[src/rtl/axi4_burst_master.sv]
// rtl/axi4_burst_master.sv - single-outstanding AXI4 INCR burst initiator
module axi4_burst_master #(
  parameter int DATA_WIDTH = 32,
  parameter int ADDR_WIDTH = 16
) (
  input  logic                  ACLK,
  input  logic                  ARESET,
  input  logic                  cmd_valid,
  output logic                  cmd_ready,
  input  logic                  cmd_write,
  input  logic [ADDR_WIDTH-1:0] cmd_addr,
  input  logic [7:0]            cmd_len,
  input  logic [DATA_WIDTH-1:0] wr_data,
  input  logic                  wr_valid,
  output logic                  wr_ready,
  output logic [DATA_WIDTH-1:0] rd_data,
  output logic                  rd_valid,
  output logic                  rd_last,
  input  logic                  rd_ready,
  output logic                  done,
  output logic [1:0]            done_resp,
  output logic [ADDR_WIDTH-1:0] AWADDR,
  output logic [7:0]            AWLEN,
  output logic [2:0]            AWSIZE,
  output logic                  AWVALID,
  input  logic                  AWREADY,
  output logic [DATA_WIDTH-1:0] WDATA,
  output logic                  WLAST,
  output logic                  WVALID,
  input  logic                  WREADY,
  input  logic [1:0]            BRESP,
  input  logic                  BVALID,
  output logic                  BREADY,
  output logic [ADDR_WIDTH-1:0] ARADDR,
  output logic [7:0]            ARLEN,
  output logic [2:0]            ARSIZE,
  output logic                  ARVALID,
  input  logic                  ARREADY,
  input  logic [DATA_WIDTH-1:0] RDATA,
  input  logic [1:0]            RRESP,
  input  logic                  RLAST,
  input  logic                  RVALID,
  output logic                  RREADY
);

  typedef enum logic [2:0] {
    IDLE, WADDR, WDATA_S, WRESP, RADDR, RDATA_S, DONE
  } state_t;

  state_t state, state_next;

  logic [ADDR_WIDTH-1:0] addr_q;
  logic [7:0]            len_q;
  logic [8:0]            beat_cnt;
  logic [1:0]            status;

  // End offset of the burst within its 4 KB page; anything past 4096 crosses it.
  logic [13:0] end_off;
  logic        cmd_illegal;
  logic        cmd_fire;
  logic        at_end;
  logic        w_hs;
  logic        r_hs;
  logic [1:0]  rresp_max;

  assign end_off     = {2'b00, cmd_addr[11:0]} + {4'b0000, cmd_len, 2'b00} + 14'd4;
  assign cmd_illegal = (cmd_addr[1:0] != 2'b00) || (end_off > 14'd4096);
  assign cmd_fire    = cmd_valid && cmd_ready;
  assign at_end      = (beat_cnt == {1'b0, len_q});
  assign w_hs        = (state == WDATA_S) && wr_valid && WREADY;
  assign r_hs        = (state == RDATA_S) && RVALID && rd_ready;
  assign rresp_max   = (RRESP > status) ? RRESP : status;

  assign AWADDR = addr_q;
  assign AWLEN  = len_q;
  assign AWSIZE = 3'b010;
  assign ARADDR = addr_q;
  assign ARLEN  = len_q;
  assign ARSIZE = 3'b010;

  always_ff @(posedge ACLK) begin
    if (ARESET) begin
      state <= IDLE;
    end else begin
      state <= state_next;
    end
  end

  always_comb begin
    state_next = state;
    cmd_ready  = 1'b0;
    AWVALID    = 1'b0;
    ARVALID    = 1'b0;
    WVALID     = 1'b0;
    WDATA      = '0;
    WLAST      = 1'b0;
    wr_ready   = 1'b0;
    BREADY     = 1'b0;
    RREADY     = 1'b0;
    rd_valid   = 1'b0;
    rd_data    = '0;
    rd_last    = 1'b0;
    done       = 1'b0;
    done_resp  = 2'b00;
    case (state)
      IDLE: begin
        // Held low while reset is asserted so nothing is accepted into a resetting block.
        cmd_ready = !ARESET;
        if (cmd_valid && !ARESET) begin
          if (cmd_illegal)    state_next = DONE;
          else if (cmd_write) state_next = WADDR;
          else                state_next = RADDR;
        end
      end
      WADDR: begin
        AWVALID = 1'b1;
        if (AWREADY) state_next = WDATA_S;
      end
      WDATA_S: begin
        WVALID   = wr_valid;
        WDATA    = wr_data;
        wr_ready = WREADY;
        WLAST    = at_end;
        if (w_hs && at_end) state_next = WRESP;
      end
      WRESP: begin
        BREADY = 1'b1;
        if (BVALID) state_next = DONE;
      end
      RADDR: begin
        ARVALID = 1'b1;
        if (ARREADY) state_next = RDATA_S;
      end
      RDATA_S: begin
        RREADY   = rd_ready;
        rd_valid = RVALID;
        rd_data  = RDATA;
        rd_last  = RLAST;
        if (r_hs && (at_end || RLAST)) state_next = DONE;
      end
      DONE: begin
        done       = 1'b1;
        done_resp  = status;
        state_next = IDLE;
      end
      default: state_next = IDLE;
    endcase
  end

  always_ff @(posedge ACLK) begin
    if (ARESET) begin
      addr_q   <= '0;
      len_q    <= '0;
      beat_cnt <= '0;
      status   <= 2'b00;
    end else begin
      if (state == IDLE && cmd_fire) begin
        addr_q   <= cmd_addr;
        len_q    <= cmd_len;
        beat_cnt <= '0;
        status   <= cmd_illegal ? 2'b10 : 2'b00;
      end
      if (w_hs) begin
        beat_cnt <= beat_cnt + 9'd1;
      end
      if (state == WRESP && BVALID) begin
        status <= BRESP;
      end
      if (r_hs) begin
        beat_cnt <= beat_cnt + 9'd1;
        // A misplaced or missing RLAST always ends the burst, so forcing here is final.
        status <= (RLAST != at_end) ? 2'b10 : rresp_max;
      end
    end
  end

endmodule

[config.mk]
export PLATFORM = sky130hd
export DESIGN_NAME = axi4_burst_master
export DESIGN_NICKNAME = d
export VERILOG_FILES = /design/src/rtl/axi4_burst_master.sv
export SDC_FILE = /design/constraint.sdc
export NUM_CORES = 1
export LEC_CHECK = 0
export BUFFER_PORTS_ARGS = -buffer_cell sky130_fd_sc_hd__buf_4
export CAP_MARGIN = 20
export CORE_MARGIN = 2
export CORE_UTILIZATION = 37
export DETAILED_ROUTE_END_ITERATION = 16
export PLACE_DENSITY = 0.76
export SLEW_MARGIN = 25
export SYNTH_ARGS = -nofsm -noshare
export SYNTH_HDL_FRONTEND = slang
export SYNTH_SLANG_ARGS = --single-unit
[constraint.sdc]
create_clock -name ACLK -period 2.8 [get_ports ACLK]
set_input_delay 0.56 -clock ACLK [delete_from_list [all_inputs] [get_ports ACLK]]
set_output_delay 0.56 -clock ACLK [all_outputs]
set_load 0.01 [all_outputs]
==> results.yml <==
global_route:
  gr-total-overflow: 0
  grt_pass1_vias: 3303
  grt_usage: 0.231
  antenna_found_initial: 0
  grt_pass1_wl_um: 16500
  grt_max_degree: 34
timing:
  setup_ws_ps: 148
  fin_crit_sh: 0.947
  relSlewSlack: 0.516
  tns_ps: 0
  finalCriticalPeriod_ps: 2650
  worst_pin_slew_ps: 726
  finalClockSkew_ps: 10.1
  finalHoldViolations: 0
  finalSetupViolCount: 0
  fmax_ghz: 0.377
  rsz0062_at_grt: "yes"
  final_max_slew_viol_count: 0
yosys:
  netlist_area_sq_mm: 0.00307
  synthFlopType: "dfxtp_1"
  yosys_warnings: 0
  synthArstFlopShare: 0
  yosysSeqAreaShare: 0.248
  syn_avg_cell_area_sq_um: 7.51
  yosys.area.top_type: "dfxtp_1"
  netlist_top_cells_area: "dfxtp_1 (25%), and2_1 (15%), ha_1 (8.1%)"
  synth_top_area_frac: 0.248
  synth-edff-count: 0
  synth_cell_types: 57
  synth_cells: 409
  synth_seq_cells: 38
detailed_routing:
  antenna_left: 0
  routed_wl_um: 11200
  vias_per_cell: 4.95
  firstDrtPassIters: 6
  vias: 3585
  drcViolationCount: 0
  drtIter0Drc: 131
  wire_per_inst_um: 15.5
critical_path:
  cp.arrival_ps: 2880
  rrSetupSlack_ps: 150
  critPathKind: "flop to flop"
  startpoint_type: "flop"
  crit_fanout: 4
  cp-end-kind: "flop"
  crit_required_ps: 3030
placement:
  place.gp.congestion: 0.940
  hpwl_um: 9230
  io_buffers: 228
  place_ws_ps: -191
  placed_cell_area_sq_mm: 0.00477
finish:
  final_cell_mix: "buf_4 (247), and2_1 (72), nand2_1 (59)"
  fillerInstances: 742
  diodes: 0
  final_area_sq_mm: 0.00491
  finish.utilization: 0.604
  syn_to_final_growth_pct: 59.9
  drive_above_1_share: 0.431
  layout_commonest_cell: "buf_4"
  final_nets: 743
floorplan:
  fp.dieW_um: 95.1
  die_area_sq_mm: 0.00905
  start_util: 0.378
  core_area_sq_mm: 0.00813
  die_h_um: 95.1
  ios: 235
  num_rows: 33
clock_network:
  clk_latency_ps: 290
  cts_buffers: 5
  cts_buffer_depth: 2
  clockRootBuffer: "clkbuf_8"
  cts_num_sinks: 38
  cts_setup_buffers: 0
  cts_tree: "done"
  cts-htree-levels: 2
  clk_pin_slew_ps: 80
power:
  peakVddDrop_v: 0.000399
  finalPower_w: 0.00292
  power.density_mw_per_mm2: 595
  leakagePower_nw: 2.58
min_path:
  hold_class: "input port to flop"
job:
  drv_cap: 0
status:
  status: "finished clean"
[cell type report]
type                    count  area [sq um]  share of cell area
multi-input cells         312          1970               0.402
repair buffers            247          1850               0.377
inverters                  14          52.6              0.0107
well taps                 105           131              0.0267
clock inverters             3          68.8              0.0140
flip-flops and latches     38           762               0.155
clock buffers               5          68.8              0.0140
[flip-flops by register name, indices dropped and copies added, names as in the netlist]
name      cells
status        2
ARLEN         8
ARADDR       16
state         3
beat_cnt      9
[critical path, stage by stage, from the launching register on]
cell,delay [ps]
dfxtp_1,450
xnor2_1,160
nand4_1,100
or4_4,450
ha_1,200
and4b_1,250
o31ai_1,70
o31ai_1,190
nand3_1,230
a2111oi_4,340
a32o_2,160
[metrics by stage]
step / std cells / hold WS, ps
floorplan: 413 / 479
global placement: 716 / 461
detailed placement: 716 / 468
CTS: 724 / 445
global route: 724 / 448
finish: 724 / 450
[cell families after synthesis]
group                    after synthesis  synth area share
AND/OR/NAND/NOR                      217             0.374
multiplexers                           2           0.00651
other                                  2           0.00244
flip-flops                            38             0.248
buffers and inverters                 63             0.118
adder cells (fa/ha/maj)               21            0.0879
XOR/XNOR                              14            0.0423
AO/OA/AOI/OAI                         52             0.121
[synth_stat cells (3+ instances only)]
cell       n
a211oi_1   5
a21oi_1   10
and2_1    72
and3_1     3
buf_4     31
clkbuf_1  15
dfxtp_1   38
ha_1      20
inv_1     12
nand2_1   59
nand3_1   34
nor2_1    15
nor2b_1    3
nor3_1    10
o211ai_1   4
o21ai_0   11
o31ai_1    3
or3_1      3
xnor2_1    9
xor2_1     4
[where the power goes]
part / total (W) / switching, W / internal, W / leakage [nW]
Sequential: 0.000784 / 0.000135 / 0.000650 / 0.311
Combinational: 0.00158 / 0.000775 / 0.000805 / 2.20
Clock: 0.000557 / 0.000200 / 0.000357 / 0.0683
Total: 0.00292 / 0.00111 / 0.00181 / 2.58
[path summary, 6_finish.rpt]
path                      from         end  cells after the start
setup / recovery      ARLEN[4]    state[0]                     10
hold / removal    cmd_addr[12]  ARADDR[12]                      3
setup reg to reg      ARLEN[4]    state[0]                     10
hold reg to reg     ARADDR[13]  ARADDR[13]                      2
[routing by layer]
| layer | track usage | part of all wire | vias to the layer above |
|---|---|---|---|
| li1 | - | - | 1766 |
| met1 | 0.290 | 0.42 | 1646 |
| met2 | 0.408 | 0.48 | 161 |
| met3 | 0.0427 | 0.091 | 12 |
| met4 | 0.0556 | 0.012 | 0 |
| met5 | 0 | 0 | - |
[repair_timing]
item / in CTS / in global routing
hold buffers: 0 / 0
gates resized for setup: 0 / 2
setup endpoints to repair: 0 / 2
No activity file was read; power rests on OpenSTA's default activity.
